$ cat src/rtl/stopwatch_ctrl.sv
// Stopwatch control: debounced start/stop and lap buttons drive a 4-state FSM
// that produces count ticks, a clear pulse and display-freeze/running flags.
module stopwatch_ctrl #(
  parameter int unsigned DIV       = 1000000,
  parameter int unsigned DB_CYCLES = 1000000
) (
  input  logic       clk100_i,
  input  logic       rst_i,
  input  logic       start_stop_i,
  input  logic       lap_i,
  output logic       tick_o,
  output logic       clr_o,
  output logic       freeze_o,
  output logic       running_o,
  output logic [1:0] state_o
);

  localparam int unsigned DivW = $clog2(DIV);
  localparam int unsigned DbW  = $clog2(DB_CYCLES);

  typedef enum logic [1:0] {
    StIdle = 2'b00,
    StRun  = 2'b01,
    StStop = 2'b10,
    StLap  = 2'b11
  } state_e;

  logic [1:0] w_raw;
  logic [1:0] w_evt;

  assign w_raw = {lap_i, start_stop_i};

  // Index 0 is start/stop, index 1 is lap.
  for (genvar g = 0; g < 2; g++) begin : g_btn
    logic           r_meta;
    logic           r_sync;
    logic           r_db;
    logic           r_db_prev;
    logic [DbW-1:0] r_cnt;

    always_ff @(posedge clk100_i or posedge rst_i) begin
      if (rst_i) begin
        r_meta    <= 1'b0;
        r_sync    <= 1'b0;
        r_db      <= 1'b0;
        r_db_prev <= 1'b0;
        r_cnt     <= '0;
      end else begin
        r_meta    <= w_raw[g];
        r_sync    <= r_meta;
        r_db_prev <= r_db;
        if (r_sync == r_db) begin
          r_cnt <= '0;
        end else if (r_cnt == DbW'(DB_CYCLES - 1)) begin
          r_db  <= r_sync;
          r_cnt <= '0;
        end else begin
          r_cnt <= r_cnt + DbW'(1);
        end
      end
    end

    assign w_evt[g] = r_db & ~r_db_prev;
  end

  state_e          r_state;
  state_e          w_state_next;
  logic [DivW-1:0] r_div;
  logic            r_clr;
  logic            w_start;
  logic            w_lap;
  logic            w_active;
  logic            w_div_end;
  logic            w_to_idle;

  assign w_start   = w_evt[0];
  assign w_lap     = w_evt[1];
  assign w_active  = (r_state == StRun) || (r_state == StLap);
  assign w_div_end = (r_div == DivW'(DIV - 1));
  assign w_to_idle = (r_state == StStop) && (w_state_next == StIdle);

  // Start has priority over lap when both events land in the same cycle.
  always_comb begin
    w_state_next = r_state;
    unique case (r_state)
      StIdle: if (w_start) w_state_next = StRun;
      StRun: begin
        if (w_start)    w_state_next = StStop;
        else if (w_lap) w_state_next = StLap;
      end
      StLap: begin
        if (w_start)    w_state_next = StStop;
        else if (w_lap) w_state_next = StRun;
      end
      StStop: begin
        if (w_start)    w_state_next = StRun;
        else if (w_lap) w_state_next = StIdle;
      end
      default: w_state_next = StIdle;
    endcase
  end

  always_ff @(posedge clk100_i or posedge rst_i) begin
    if (rst_i) begin
      r_state <= StIdle;
      r_div   <= '0;
      r_clr   <= 1'b0;
    end else begin
      r_state <= w_state_next;
      r_clr   <= w_to_idle;
      // Divider holds in STOP so a resume keeps the partial period.
      if (w_to_idle) begin
        r_div <= '0;
      end else if (w_active) begin
        r_div <= w_div_end ? '0 : r_div + DivW'(1);
      end
    end
  end

  assign tick_o    = w_active && w_div_end;
  assign clr_o     = r_clr;
  assign freeze_o  = (r_state == StLap);
  assign running_o = w_active;
  assign state_o   = r_state;

endmodule

$ cat config.mk
export PLATFORM = sky130hd
export DESIGN_NAME = stopwatch_ctrl
export DESIGN_NICKNAME = d
export VERILOG_FILES = /design/src/rtl/stopwatch_ctrl.sv
export SDC_FILE = /design/constraint.sdc
export NUM_CORES = 1
export LEC_CHECK = 0
export ABC_AREA = 0
export CORE_MARGIN = 4
export CORE_UTILIZATION = 33
export DETAILED_ROUTE_END_ITERATION = 10
export GPL_TIMING_DRIVEN = 0
export PLACE_DENSITY = 0.52
export SYNTH_ARGS = -nofsm -noshare
export SYNTH_HDL_FRONTEND = slang
export SYNTH_SLANG_ARGS = --single-unit
$ cat constraint.sdc
create_clock -name clk100_i -period 2.6 [get_ports clk100_i]
set_input_delay 0.52 -clock clk100_i [delete_from_list [all_inputs] [get_ports clk100_i]]
set_output_delay 0.52 -clock clk100_i [all_outputs]
set_load 0.05 [all_outputs]
==> impl_metrics.yaml, run 1 <==
final_layout:
  drive_gt1_share_pct: 11.7
  diodes: 0
  final_area_um2: 4020
  layout.nets: 387
  area.growth.synth_to_final_pct: 15.8
routing:
  wire_per_inst_um: 13.6
  routed.top_layer: "met4"
  first_pass_iters: 4
  wl_met3_um: 247
  routed_wl_um: 7060
  wl_met2_um: 3310
  drc_errors: 0
  ant_nets: 0
  drtIter0Drc: 98
  wirelength_met1_um: 3430
  vias: 2595
  vias_per_cell: 4.98
sta:
  finalHoldViolCount: 0
  finClkSkew_ps: 13.0
  period_share_pct: 100
  finalCriticalPeriod_ps: 2610
  max_slew_margin_pct: 57.6
  rsz0062_at_grt: "yes"
  final.setup.worst_slack_ps: -5.74
  maxSlewViolCount: 0
  max_freq_mhz: 384
  worst_pin_slew_ps: 632
  finalSetupViolCount: 1
global_route:
  grt_max_degree: 59
  grt.overflow.total: 0
  grt_pass1_wl_um: 12600
  antenna_found_initial: 0
  grt_usage_pct: 12.3
  grt_pass1_vias: 2645
floorplan:
  die_area_um2: 12200
  placement_rows: 37
  start_util_pct: 33.8
  core_um2: 10300
  ios: 10
  die_w_um: 111
  die_h_um: 111
critical_path:
  end_kind: "output pin"
  critPathArrivalTime_ps: 2090
  worstPathCellList: "or4_1 -> or4_4 -> nor3_4 -> buf_6"
  critPathTopFamily: "simple AND/OR/NAND/NOR gates"
  rr_worst_depth: 7
  crit_path_max_fanout: 5
  critical_path_buf_inv_count: 1
  cp.required_ps: 2080
  slowest_stage: "or4_1"
  crit_cells: 4
  max_stage_delay_ps: 540
  cp-start-kind: "flip-flop"
  critPathKind: "flip-flop to output pin"
place:
  place_ws_ps: -347
  globalplace.congestion: 0.787
  io_buffers: 9
  placed_area_um2: 3770
  place_hpwl_um: 4770
clock_tree:
  clock_latency_ps: 340
  clock_path_buffers: 2
  cts_num_sinks: 71
  cts_tree: "done"
  cts_made_buffers: 9
  cts_hold_buf: 0
  cts_root_buffer: "clkbuf_8"
  cts_max_level: 3
  path_clk_slew_ps: 80
pwr:
  irDropWorstVdd_mv: 0.322
  p_leak_nw: 1.72
  switching_share_pct: 22.1
  p_int_mw: 1.70
  pwr-share-clk_pct: 45.9
  switchingPower_mw: 0.483
  p_comb_share_pct: 2.7
  p_total_mw: 2.19
  power_density_nw_per_um2: 544
  power_frac_seq_pct: 51.4
synth:
  seq_area_frac_synth_pct: 51.2
  synthCells: 358
  syn_area_um2: 3470
  synth_top_cell_area_share_pct: 51.2
  yosys_warnings: 0
  ys_top_cells_by_count: "dfrtp_1 (71), nor2_1 (49), nand2_1 (32)"
  synth_edf_count: 0
  syn_nets: 365
  synth.most_common_cell: "dfrtp_1"
  synthArstFlopShare_pct: 100
  yosys.area.top_type: "dfrtp_1"
  syn_avg_cell_area_um2: 9.70
  yosysUniqueCellTypes: 41
  synth_area_leaders: "dfrtp_1 (51%), xor2_1 (5.8%), nor2_1 (5.3%)"
  ys_ff_latch: 71
  synth_ff_type: "dfrtp_1"
outcome:
  violations: "negative setup slack"
  run_status: "finished, violations left"
hold_path:
  hold_class: "flip-flop to flip-flop"
  whs_path_depth: 0
run:
  maxCapViolCount: 0
## routing by layer
metal	global-route usage, %	up-vias
met2	19.8	41
li1	-	1285
met1	16.0	1262
met5	0	-
met4	3.86	0
met3	3.51	7
## what timing repair did
action | in CTS | in global routing
pin swaps | 0 | 0
setup buffers | 2 | 0
setup endpoints to repair | 2 | 1
cloned | 0 | 0
gates resized for setup | 13 | 0
## placed cells by master, fill, tap and decap left out, types with 6 or more instances in the layout
cell / synthesis / final
dfrtp_1: 71 / 70
xor2_1: 23 / 23
nand4_1: 15 / 15
nand2_1: 32 / 32
nor3_1: 13 / 12
and3_1: 13 / 13
nand3_1: 30 / 30
nor2_1: 49 / 49
clkdlybuf4s50_1: 0 / 7
clkbuf_8: 0 / 10
xnor2_1: 17 / 17
a21oi_1: 6 / 6
inv_1: 10 / 9
## final cells by class
cell class	count	area (um2)
Clock buffer	10	138
Buffer	12	58.8
Multi-Input combinational cell	264	1610
Tap cell	136	170
Timing Repair Buffer	12	134
Fill cell	1053	6260
Clock inverter	6	91.3
Inverter	10	40.0
Sequential cell	71	1780
## worst register-to-register path: cells and delay by family (launching register included)
kind          cells  cell delay, ps
flops             1             390
fa+ha+maj         1             200
buf+inv           2             620
simple gates      4             880
## per-stage QoR
step	TNS (ps)	hold slack, ps	util [%]	std cells
finish	-5.74	353	39.1	521
global route	-72.2	363	39.1	521
CTS	-28.2	357	39.1	521
detailed placement	-442	337	36.7	504
global placement	-73230	335	36.4	503
floorplan	0	331	-	358
## power groups by stage
stage                     Combinational [mW]  Sequential [mW]  Clock [mW]
after global placement                0.0564             1.15           0
after CTS                             0.0633             1.12        1.05
after floorplan                       0.0389             1.14           0
after detailed placement              0.0628             1.15           0
after global routing                  0.0711             1.13        1.09
final                                 0.0597             1.12        1.00
## registers in the layout (all words and copies together) (netlist names)
name and count:
state_o 2, g_btn.r_db 2, g_btn.r_db_prev 2, g_btn.r_sync 2, r_div 20, clr_o 1, g_btn.r_cnt 40, g_btn.r_meta 2
## worst paths after layout
check | startpoint | slack (ps) | to
worst max-delay path | r_div[12] | -6 | tick_o
worst min-delay path | g_btn[0].r_meta | 350 | g_btn[0].r_sync
worst max register to register | g_btn[1].r_cnt[0] | 380 | g_btn[1].r_cnt[16]
worst min register to register | g_btn[0].r_meta | 350 | g_btn[0].r_sync
max in group asynchronous | rst_i | 1610 | r_div[0]
min in group asynchronous | rst_i | 440 | g_btn[0].r_cnt[2]
## cell families after synthesis
| logic type | count (synthesis) | share of synthesized area [%] |
|---|---|---|
| xor+xnor | 40 | 10.1 |
| buf+inv | 23 | 2.85 |
| flops | 71 | 51.2 |
| simple gates | 183 | 26.5 |
| fa+ha+maj | 3 | 1.08 |
| mux | 7 | 2.09 |
| compound gates | 31 | 6.23 |
Power figures use the tool's default switching activity.
==> run 2: changes to the inputs <==
clock period = 3.2 ns   (was 2.6 ns; I/O delays follow)
==> impl_metrics.yaml, run 2 (synthesis results as in run 1) <==
global_route:
  antenna_found_initial: 0
  grt.overflow.total: 0
  grt_usage_pct: 12.2
  grt_pass1_wl_um: 12300
  grt_pass1_vias: 2575
  grt_max_degree: 57
final_layout:
  drive_gt1_share_pct: 9.90
  top_regs: "g_btn.r_cnt (40), r_div (20)"
  diodes: 0
  final_common_cell: "dfrtp_1"
  largest_reg_flops: 40
  layout.nets: 386
  final-seq-area_um2: 1780
  instances_no_fill: 520
  layout_common_cells: "dfrtp_1 (71), nor2_1 (49), nand2_1 (32)"
  fin_util_pct: 38.3
  area.growth.synth_to_final_pct: 13.2
  fill_cells: 1067
  multiInputGateArea_um2: 1600
  top_register: "g_btn.r_cnt"
pwr:
  p_leak_nw: 1.67
  irDropWorstVdd_mv: 0.232
  power_density_nw_per_um2: 402
hold_path:
  whs_path_depth: 0
  hold_class: "flip-flop to flip-flop"
  whs_endpoint: "g_btn[1].r_sync"
  min-delay-start: "g_btn[1].r_meta"
place:
  io_buffers: 9
  placed_cells: 504
  place_hpwl_um: 4630
  globalplace.congestion: 0.771
sta:
  hold_slack_ps: 356
  finalCriticalPeriod_ps: 3050
  finClkSkew_ps: 10.0
  max_slew_margin_pct: 58.4
  finalHoldViolCount: 0
  max_freq_mhz: 328
  worst_pin_slew_ps: 621
  rsz0062_at_grt: "no"
  period_share_pct: 95.4
  finalSetupViolCount: 0
  maxSlewViolCount: 0
clock_tree:
  cts_root_buffer: "clkbuf_8"
  cts_num_sinks: 71
  cts_max_level: 3
  path_clk_slew_ps: 80
  cts_made_buffers: 9
  clock_latency_ps: 350
  cts_tree: "done"
  clock_path_buffers: 2
  cts_hold_buf: 0
floorplan:
  die_area_um2: 12200
  die_h_um: 111
  core_um2: 10300
  ios: 10
  start_util_pct: 33.8
  placement_rows: 37
  die_w_um: 111
routing:
  vias: 2605
  vias_per_cell: 5.01
  first_pass_iters: 4
  wire_per_inst_um: 13.2
  drtIter0Drc: 106
  routed_wl_um: 6870
  drc_errors: 0
  ant_nets: 0
critical_path:
  cp-start-kind: "flip-flop"
  critPathArrivalTime_ps: 2410
  r2r_setup_slack_ps: 970
  end_kind: "output pin"
  slowest_stage: "or4_4"
  worstPathCellList: "ha_1 -> nand4_1 -> or4_4 -> nor3_1 -> clkdlybuf4s15_2"
  rr_worst_depth: 7
  crit_path_max_fanout: 6
  max_stage_delay_ps: 580
  r2r-end: "r_div[8]"
  r2r_start: "r_div[0]"
  cp.required_ps: 2560
  critPathKind: "flip-flop to output pin"
outcome:
  run_status: "completed"
run:
  maxCapViolCount: 0
==> run 2: stage by stage <==
step	instance area, um2	setup slack, ps	power [mW]	setup TNS [ps]
floorplan	3470	159	0.961	0
finish	3930	147	1.58	0
global route	3930	39.6	1.65	0
CTS	3930	117	1.62	0
global placement	3730	-548	0.976	-38670
detailed placement	3760	66.1	0.982	0
==> run 2: final cells by class <==
cell class | count | share of cell area, %
flip-flops and latches | 71 | 45.2
multi-input cells | 264 | 40.6
well taps | 136 | 4.33
clock buffers | 11 | 3.34
repair buffers | 10 | 3.02
plain buffers | 13 | 1.59
inverters | 10 | 1.02
clock inverters | 5 | 0.891
==> run 2: power breakdown <==
group | internal (mW) | total [mW] | leakage (nW) | switching [mW]
Combinational | 0.0158 | 0.0479 | 0.606 | 0.0321
Sequential | 0.905 | 0.913 | 0.978 | 0.00786
Clock | 0.281 | 0.619 | 0.0833 | 0.338
Total | 1.20 | 1.58 | 1.67 | 0.378
==> run 2: worst max-delay path by stage <==
| stage | start | endpoint | slack [ps] | depth (start not counted) |
|---|---|---|---|---|
| detailed placement | r_div[0] | tick_o | 70 | 5 |
| finish | r_div[0] | tick_o | 150 | 5 |
| global route | r_div[1] | tick_o | 40 | 5 |
| floorplan | r_div[12] | tick_o | 160 | 3 |
| global placement | rst_i | r_div[6] | -550 | 2 |
| CTS | r_div[0] | tick_o | 120 | 5 |
==> run 2: worst max-delay path: cells and delay by family (launching register included) <==
family	cells	cell delay, ps
flip-flops	1	450
adder cells (fa/ha/maj)	1	270
buffers and inverters	1	400
AND/OR/NAND/NOR	3	950
==> run 2: routing by layer <==
layer	up-vias	track usage (%)	part of all wire, %
met5	-	0	0
met4	0	4.27	1.6
met3	9	3.56	3.7
met2	39	19.1	45
met1	1276	16.0	50
li1	1281	-	-
==> run 2: timing repair <==
item,in CTS,in global routing
gates resized for setup,5,0
setup endpoints to repair,2,0
setup buffers,0,0
